## config.mk

```make
export PLATFORM = sky130hd
export DESIGN_NAME = serial_subtractor
export DESIGN_NICKNAME = d
export VERILOG_FILES = /design/src/rtl/serial_subtractor.sv
export SDC_FILE = /design/constraint.sdc
export NUM_CORES = 1
export LEC_CHECK = 0
export ABC_AREA = 1
export CAP_MARGIN = 20
export CORE_MARGIN = 5
export CORE_UTILIZATION = 54
export CTS_CLUSTER_DIAMETER = 200
export DETAILED_ROUTE_END_ITERATION = 7
export PLACE_DENSITY_LB_ADDON = 0.12
export SYNTH_ARGS = -nofsm -noshare
export SYNTH_HDL_FRONTEND = slang
export SYNTH_SLANG_ARGS = --single-unit
```

## constraint.sdc

```tcl
create_clock -name clk -period 2.65 [get_ports clk]
set_clock_uncertainty 0.05 [all_clocks]
set_input_delay 0.795 -clock clk [delete_from_list [all_inputs] [get_ports clk]]
set_output_delay 0.795 -clock clk [all_outputs]
set_load 0.005 [all_outputs]
```

## src/rtl/serial_subtractor.sv

```systemverilog
// ============================================================================
//  Module   : serial_subtractor
//  Purpose  : Bit-serial LSB-first subtractor D = A - B with start/busy/done.
//  Revision : 1.0  initial release
// ============================================================================
`default_nettype none

module serial_subtractor #(
    parameter int WIDTH = 8
) (
    input  logic             clk,
    input  logic             rst_n,
    input  logic             start,
    input  logic [WIDTH-1:0] A,
    input  logic [WIDTH-1:0] B,
    output logic             busy,
    output logic             done,
    output logic [WIDTH-1:0] D,
    output logic             Bout
);

    localparam int CW = (WIDTH > 2) ? $clog2(WIDTH) : 1;
    localparam logic [CW-1:0] C_LAST = CW'(WIDTH - 1);

    typedef enum logic [1:0] {
        S_IDLE = 2'd0,
        S_RUN  = 2'd1,
        S_DONE = 2'd2
    } state_t;

    state_t           state_q, state_d;
    logic [WIDTH-1:0] a_sh_q, a_sh_d;
    logic [WIDTH-1:0] b_sh_q, b_sh_d;
    logic [WIDTH-1:0] res_q, res_d;
    logic [CW-1:0]    cnt_q, cnt_d;
    logic             bw_q, bw_d;
    logic             bout_q, bout_d;

    logic w_a, w_b, w_diff, w_bw_next;

    // Single half-subtractor-plus-borrow cell shared across all bit positions
    always_comb begin
        w_a       = a_sh_q[0];
        w_b       = b_sh_q[0];
        w_diff    = w_a ^ w_b ^ bw_q;
        w_bw_next = (~w_a & w_b) | (~(w_a ^ w_b) & bw_q);
    end

    always_comb begin
        state_d = state_q;
        a_sh_d  = a_sh_q;
        b_sh_d  = b_sh_q;
        res_d   = res_q;
        cnt_d   = cnt_q;
        bw_d    = bw_q;
        bout_d  = bout_q;

        case (state_q)
            S_IDLE, S_DONE: begin
                if (start) begin
                    state_d = S_RUN;
                    a_sh_d  = A;
                    b_sh_d  = B;
                    bw_d    = 1'b0;
                    cnt_d   = '0;
                end else begin
                    state_d = S_IDLE;
                end
            end
            S_RUN: begin
                a_sh_d = {1'b0, a_sh_q[WIDTH-1:1]};
                b_sh_d = {1'b0, b_sh_q[WIDTH-1:1]};
                res_d  = {w_diff, res_q[WIDTH-1:1]};
                bw_d   = w_bw_next;
                if (cnt_q == C_LAST) begin
                    cnt_d   = '0;
                    bout_d  = w_bw_next;
                    state_d = S_DONE;
                end else begin
                    cnt_d = cnt_q + CW'(1);
                end
            end
            default: state_d = S_IDLE;
        endcase
    end

    always_ff @(posedge clk) begin
        if (!rst_n) begin
            state_q <= S_IDLE;
            a_sh_q  <= '0;
            b_sh_q  <= '0;
            res_q   <= '0;
            cnt_q   <= '0;
            bw_q    <= 1'b0;
            bout_q  <= 1'b0;
        end else begin
            state_q <= state_d;
            a_sh_q  <= a_sh_d;
            b_sh_q  <= b_sh_d;
            res_q   <= res_d;
            cnt_q   <= cnt_d;
            bw_q    <= bw_d;
            bout_q  <= bout_d;
        end
    end

    assign busy = (state_q == S_RUN);
    assign done = (state_q == S_DONE);
    assign D    = res_q;
    assign Bout = bout_q;

endmodule

`default_nettype wire

```

==> results.cfg, run 1 <==
[timing]
fmax_mhz = 423
final.setup.tns_ns = 0
drv_slew = 0
setup_viol = 0
post-route-period-util_pct = 89.3
post-route-min-period_ns = 2.37
hold_violations = 0
rsz0062_at_grt = no
timing.slew.headroom_pct = 66.2
worst_pin_slew_ns = 0.505

[floorplanning]
rows = 19
dieArea_sq_um = 3980
die_h_microns = 63.1
die_width_microns = 63.1
initial_core_util_pct = 55.7
core_sq_um = 2730
ioPinCount = 30

[routing]
firstDrtPassIters = 4
via_per_inst = 5.10
drc = 0
wire_per_inst_microns = 11.3
drtIter0Drc = 88
ant_nets = 0
wl_mm = 3.12
dr_total_vias = 1413

[pwr]
ir_drop_uv = 356
cellLeakagePower_uw = 0.000859
clockPowerShare_pct = 24.2
p_comb_share_pct = 22.2
sequentialPowerShare_pct = 53.6
fin_total_pwr_uw = 978
p_int_uw = 700
swShare_pct = 28.4
pwr_density_cell_nw_per_um2 = 536
power_switching_uw = 278

[global_routing]
grt_pass1_wl_mm = 5.51
grt-ovfl-total = 0
grt_usage_pct = 16.8
antenna_found_initial = 0
grt_pass1_vias = 1298
grt_start_max_net_pins = 37

[yosys]
ys_seq_area_share_pct = 40.8
synth.distinct_cells = 22
syn_nets = 243
ys_seq_elements = 31
synth_warnings = 0
synth.avg_cell_area_sq_um = 6.89
synth_area_sq_um = 1520
syn_inst = 221

[setup_path]
r2r_slack_ns = 1.07
rr_worst_depth = 4
cp_data_arrival_time_ns = 1.52
crit_type = flip-flop to output pin
path_max_fanout = 9
crit_path_start_kind = flip-flop
critical_path_required_ns = 1.81
r2r_start = state_q[0]$_SDFFE_PN0P_
r2r_end = D[7]$_SDFFE_PN0P_
end_kind = output pin

[finish]
utilization_pct = 66.8
layout_common_cells = nand2_1 (36), inv_1 (34), nand3_1 (34)
instances_no_fill = 277
area_growth_pct = 19.9
drive_above_1_share_pct = 6.91
num_antenna_cells = 0
regArea_sq_um = 621
n_fill_cell = 254
multi_input_area_sq_um = 674
final_nets = 269
final_common_cell = nand2_1

[min_path]
hold_class = flip-flop to flip-flop
hold_start = Bout$_SDFFE_PN0P_
hold_depth = 2
hold_path_end = Bout$_SDFFE_PN0P_

[place]
dp.cells = 271
port_buffers = 29
hpwl_mm = 2.03
place_congestion = 0.745

[clock_tree]
path_clk_slew_ns = 0.08
postCtsSetupBuffers = 0
ctsResizeCount = 0
insertion_delay_ns = 0.32
cts-root-buf = clkbuf_4
cts_sinks = 31
numCtsBuffers = 5
cts_tree = done
h-tree-depth = 2
clk_path_buf_depth = 2
cts_hold_buf = 0

[status]
status = complete, no violations

[flow_run]
cap_violations = 0
-- synth_stat cells, drive strengths merged --
master	instances	area share [%]
nand3b	1	0.49
buf	12	5.7
ha	2	1.6
nand2	40	11
a21oi	7	2.5
clkbuf	1	0.25
nor2	34	9.0
inv	36	9.0
dfxtp	31	41
o21ai	8	2.6
nor3	14	4.6
fa	1	1.3
nand3	34	11
-- registers in the layout (all words and copies together) (netlist names) --
name     count
state_q      2
Bout         1
bw_q         1
D            8
cnt_q        3
a_sh_q       8
b_sh_q       8
-- worst max-delay path, stage by stage, from the launching register on --
cell	delay, ns
dfxtp_1	0.53
inv_4	0.08
nor2_4	0.10
clkdlybuf4s50_1	0.50
-- cell type report --
type	count	area share (%)
tap	31	2.12
multi-input combinational	141	36.9
inverter	36	7.54
timing repair buffer	32	17.1
sequential	31	34.0
clock buffer	6	2.26
-- metal layers --
layer  GRT usage, %  wire, microns  up-vias
met5              0              0        -
met4           7.16             44        0
met3           5.33            200        5
met2           29.2           1540       41
met1           18.7           1330      631
li1               -              -      736
-- through the flow --
stage / setup WS (ns) / instance area [sq um] / hold WS, ns
final: 0.283 / 1830 / 0.432
after global routing: 0.185 / 1830 / 0.468
after CTS: 0.256 / 1830 / 0.433
after detailed placement: 0.591 / 1780 / 0.416
after global placement: 0.622 / 1780 / 0.410
after floorplan: 0.998 / 1520 / 0.407
-- worst max path at each step --
stage	startpoint	endpoint	cells after the start
after CTS	state_q[0]$_SDFFE_PN0P_	busy	3
after detailed placement	start	a_sh_q[5]$_SDFFE_PN0P_	4
final	state_q[0]$_SDFFE_PN0P_	busy	3
after global routing	state_q[0]$_SDFFE_PN0P_	busy	3
after global placement	state_q[1]$_SDFFE_PN0P_	done	3
after floorplan	state_q[0]$_SDFFE_PN0P_	busy	5
-- power groups by stage --
stage | clock network (uW) | logic, uW | registers, uW
final | 237 | 217 | 524
after global routing | 275 | 246 | 530
after CTS | 247 | 219 | 525
after detailed placement | 0 | 218 | 535
after global placement | 0 | 211 | 533
after floorplan | 0 | 153 | 530
-- kinds of logic (layout without fill, tap and decap cells) --
kind of cell             Yosys count  count (layout)  share of synthesized area, %
buffers and inverters             49              74                          15.0
AND/OR/NAND/NOR                  123             123                          36.2
AO/OA/AOI/OAI                     15              15                          5.18
adder cells (fa/ha/maj)            3               3                          2.96
flip-flops                        31              31                          40.8
No activity file was read; power rests on OpenSTA's default activity.
==> run 2, diff against run 1 <==
- CORE_ASPECT_RATIO: unset -> 1.5
- CORE_UTILIZATION: 54 -> 42
==> run 2 against run 1 <==
Net effect:
- power grew 18%
- register-to-register slack gained 0.07 ns
- routed wire length rose by 7.4%
- count of clock-buffer cells in the layout grew 2
- via count fell by 1.3%
- hold slack lost 0.012 ns
- combinational power about the same
- clock power rose by 72%
- highest routed layer unchanged
==> results.cfg, run 2 (synthesis gave the netlist of run 1 again) <==
[pwr]
ir_drop_uv = 364
cellLeakagePower_uw = 0.000890
pwr_density_cell_nw_per_um2 = 603

[setup_path]
path_max_fanout = 2
cp_top_family = buffers and inverters
end_kind = output pin
crit_slowest_cell = clkdlybuf4s50_1
r2r_end = D[7]$_SDFFE_PN0P_
r2r_slack_ns = 1.14
worstPathCellList = inv_2 > nor2_1 > clkdlybuf4s50_1
critical_path_required_ns = 1.81
rr_worst_depth = 4
critPathMaxStageDelay_ns = 0.53
cp_data_arrival_time_ns = 1.39
crit_path_start_kind = flip-flop
path_buf_inv = 2
r2r_start = state_q[0]$_SDFFE_PN0P_
crit_type = flip-flop to output pin

[global_routing]
grt_start_max_net_pins = 37
grt_pass1_wl_mm = 5.68
met3_usage_pct = 4.95
grt_usage_pct = 14.5
grt_pass1_vias = 1340
grt-ovfl-total = 0
grt_util_met1_pct = 15.0
met2_usage_pct = 25.7
busiest_layer = met2
antenna_found_initial = 0

[timing]
final.setup.tns_ns = 0
hold_ws_ns = 0.419
setup_viol = 0
drv_slew = 0
rsz0062_at_grt = no
post-route-period-util_pct = 84.5
fmax_mhz = 447
timing.slew.headroom_pct = 66.2
hold_violations = 0
worst_pin_slew_ns = 0.506
fin_ws_ns = 0.411
post-route-min-period_ns = 2.24

[place]
place_congestion = 0.767
hpwl_mm = 2.16
post_dp_cell_area_sq_um = 1810
dp.cells = 283
port_buffers = 29
pre_cts_ws_ns = 0.606

[floorplanning]
rows = 26
dieArea_sq_um = 4950
initial_core_util_pct = 44.2
die_h_microns = 83.7
core_sq_um = 3450
ioPinCount = 30
die_width_microns = 59.2

[routing]
ant_nets = 0
wire_per_inst_microns = 11.5
drtIter0Drc = 31
wl_mm = 3.35
dr_total_vias = 1395
via_per_inst = 4.79
firstDrtPassIters = 4
drc = 0

[flow_run]
cap_violations = 0

[clock_tree]
insertion_delay_ns = 0.28
cts_tree = done
cts_hold_buf = 0
ctsResizeCount = 0
numCtsBuffers = 5
cts-root-buf = clkbuf_8
cts_sinks = 31
clk_path_buf_depth = 2
path_clk_slew_ns = 0.06
postCtsSetupBuffers = 0
h-tree-depth = 2

[min_path]
hold_class = flip-flop to flip-flop
hold_depth = 2
hold_path_end = Bout$_SDFFE_PN0P_
hold_start = Bout$_SDFFE_PN0P_

[status]
status = complete, no violations

[finish]
final_common_cell = nand2_1
design_area_sq_um = 1910
final_nets = 270
drive_above_1_share_pct = 8.03
layout_common_cells = nand2_1 (36), inv_1 (34), nand3_1 (34)
num_antenna_cells = 0
n_fill_cell = 379
instances_no_fill = 291
area_growth_pct = 25.1
-- run 2: changes by cell type in the layout (fill, tap and decap cells not counted) --
cell      previous run  this run
clkbuf_4             5         0
buf_4                3         4
clkbuf_8             0         7
-- run 2: tightest hold or removal path: cells and delay by family (launching register included) --
family,cells,cell delay [ns]
DFF,1,0.31
and+or+nand+nor,2,0.12
-- run 2: report_power, final --
| group | switching, uW | internal (uW) |
|---|---|---|
| Sequential | 18.2 | 506 |
| Clock | 171 | 237 |
| Combinational | 117 | 101 |
-- run 2: worst max path at each step --
stage          slack (ns)                      to  depth (start not counted)               startpoint
2_1_floorplan         1.0                    busy                          5  state_q[0]$_SDFFE_PN0P_
3_3_place_gp         0.62  b_sh_q[4]$_SDFFE_PN0P_                          4                    start
5_1_grt              0.36                    done                          3  state_q[1]$_SDFFE_PN0P_
3_5_place_dp         0.61  b_sh_q[6]$_SDFFE_PN0P_                          4                    start
6_report             0.41                    done                          3  state_q[1]$_SDFFE_PN0P_
4_1_cts              0.39                    done                          3  state_q[1]$_SDFFE_PN0P_
-- run 2: metal layers --
metal	part of all wire, %	vias up
li1	-	735
met1	41	615
met5	0	-
met2	50	36
met4	2.3	0
met3	6.3	9
-- run 2: area by class of cell --
cell class                      count  area (sq um)  area share [%]
Sequential cell                    31           621            32.6
Timing Repair Buffer               33           320            16.8
Clock buffer                        8           100            5.25
Inverter                           36           138            7.22
Tap cell                           42          52.6            2.76
Multi-Input combinational cell    141           674            35.4
-- run 2: per-stage QoR --
step	total power (uW)	utilization [%]
final	1150	55.3
after global routing	1220	55.3
after CTS	1170	55.3
after detailed placement	754	52.4
after global placement	751	52.4
after floorplan	683	-
==> run 3, diff against run 2 <==
- clock period: 2.65 -> 2 ns (I/O delays scaled with it)
==> run 3 against run 2 <==
Net effect:
- power rose by 27%
- die area did not move
- cell area rose by 0.59%
- largest cell class unchanged
==> results.cfg, run 3 (synthesis gave the netlist of run 1 again) <==
[status]
status = complete, no violations

[routing]
drtIter0Drc = 40
firstDrtPassIters = 6
wl_mm = 3.26
dr_total_vias = 1385
via_per_inst = 4.74
ant_nets = 0
drc = 0
wire_per_inst_microns = 11.2

[timing]
fin_ws_ns = 0.0504
post-route-min-period_ns = 1.95
timing.slew.headroom_pct = 66.6
setup_viol = 0
hold_violations = 0
worst_pin_slew_ns = 0.499
fmax_mhz = 513
drv_slew = 0
final.setup.tns_ns = 0
rsz0062_at_grt = no
post-route-period-util_pct = 97.5

[pwr]
p_int_uw = 1050
clockPowerShare_pct = 32.1
ir_drop_uv = 511
cellLeakagePower_uw = 0.000905
pwr_density_cell_nw_per_um2 = 759
power_switching_uw = 402
p_comb_share_pct = 20.2
sequentialPowerShare_pct = 47.7
swShare_pct = 27.6

[place]
place_congestion = 0.732
port_buffers = 29
pre_cts_ws_ns = 0.126
hpwl_mm = 2.13

[finish]
num_antenna_cells = 0
drive_above_1_share_pct = 9.20
multi_input_area_sq_um = 677
final_nets = 271
n_fill_cell = 366
area_growth_pct = 25.9
layout_common_cells = nand2_1 (36), inv_1 (34), nand3_1 (34)
regArea_sq_um = 626
final_common_cell = nand2_1

[clock_tree]
h-tree-depth = 2
cts_sinks = 31
numCtsBuffers = 5
insertion_delay_ns = 0.28
clk_path_buf_depth = 2
cts_tree = done
path_clk_slew_ns = 0.06
postCtsSetupBuffers = 0
cts_hold_buf = 0
cts-root-buf = clkbuf_8

[global_routing]
grt-ovfl-total = 0
grt_pass1_wl_mm = 5.60
grt_pass1_vias = 1289
grt_usage_pct = 14.6
grt_start_max_net_pins = 37
antenna_found_initial = 0

[setup_path]
end_kind = output pin
crit_type = flip-flop to output pin
crit_path_start_kind = flip-flop
path_max_fanout = 2
cp_data_arrival_time_ns = 1.30
critical_path_required_ns = 1.35

[floorplanning]
ioPinCount = 30
die_h_microns = 83.7
die_width_microns = 59.2
initial_core_util_pct = 44.2
dieArea_sq_um = 4950
rows = 26
core_sq_um = 3450

[min_path]
hold_class = flip-flop to flip-flop

[flow_run]
cap_violations = 0
[run 3: routing by layer]
layer	global-route usage, %	share of wire [%]
met1	16.2	44
met2	24.1	48
met3	5.11	5.8
met4	6.80	2.0
met5	0	0
[run 3: what timing repair did]
action,in CTS,in global routing
endpoints found under the setup margin,2,1
gates resized for setup,3,2
pin swaps,0,0
[run 3: cell type report]
class | instances | area share (%)
Multi-Input combinational cell | 141 | 35.3
Clock inverter | 1 | 0.261
Inverter | 36 | 7.18
Tap cell | 42 | 2.74
Clock buffer | 7 | 3.98
Sequential cell | 31 | 32.6
Timing Repair Buffer | 34 | 17.9
[run 3: power by group through the flow]
stage | registers (uW) | clock network (uW) | logic, uW
after global placement | 707 | 0 | 294
after CTS | 695 | 485 | 299
after floorplan | 703 | 0 | 202
after detailed placement | 708 | 0 | 297
after global routing | 699 | 509 | 343
final | 694 | 466 | 294
[run 3: worst paths after layout]
| path | from | end | slack, ns | depth (start not counted) |
|---|---|---|---|---|
| setup / recovery | state_q[1]$_SDFFE_PN0P_ | done | 0.05 | 3 |
| hold / removal | Bout$_SDFFE_PN0P_ | Bout$_SDFFE_PN0P_ | 0.43 | 2 |
| setup reg to reg | state_q[1]$_SDFFE_PN0P_ | D[4]$_SDFFE_PN0P_ | 0.58 | 5 |
| hold reg to reg | Bout$_SDFFE_PN0P_ | Bout$_SDFFE_PN0P_ | 0.43 | 2 |
[run 3: worst max-delay path: stages, from the launching register on]
cell and delay, ns:
dfxtp_2 0.36, inv_2 0.05, nor2_2 0.11, clkdlybuf4s50_1 0.51
[run 3: stage by stage]
step           std cells  power (uW)  instance area (sq um)  hold WS (ns)  utilization (%)
5_1_grt              292        1550                   1920         0.457             55.6
4_1_cts              292        1480                   1910         0.434             55.4
3_5_place_dp         284        1000                   1830         0.425             52.9
3_3_place_gp         284        1000                   1830         0.419             52.9
2_1_floorplan        221         905                   1520         0.407                -
6_report             292        1450                   1920         0.431             55.6
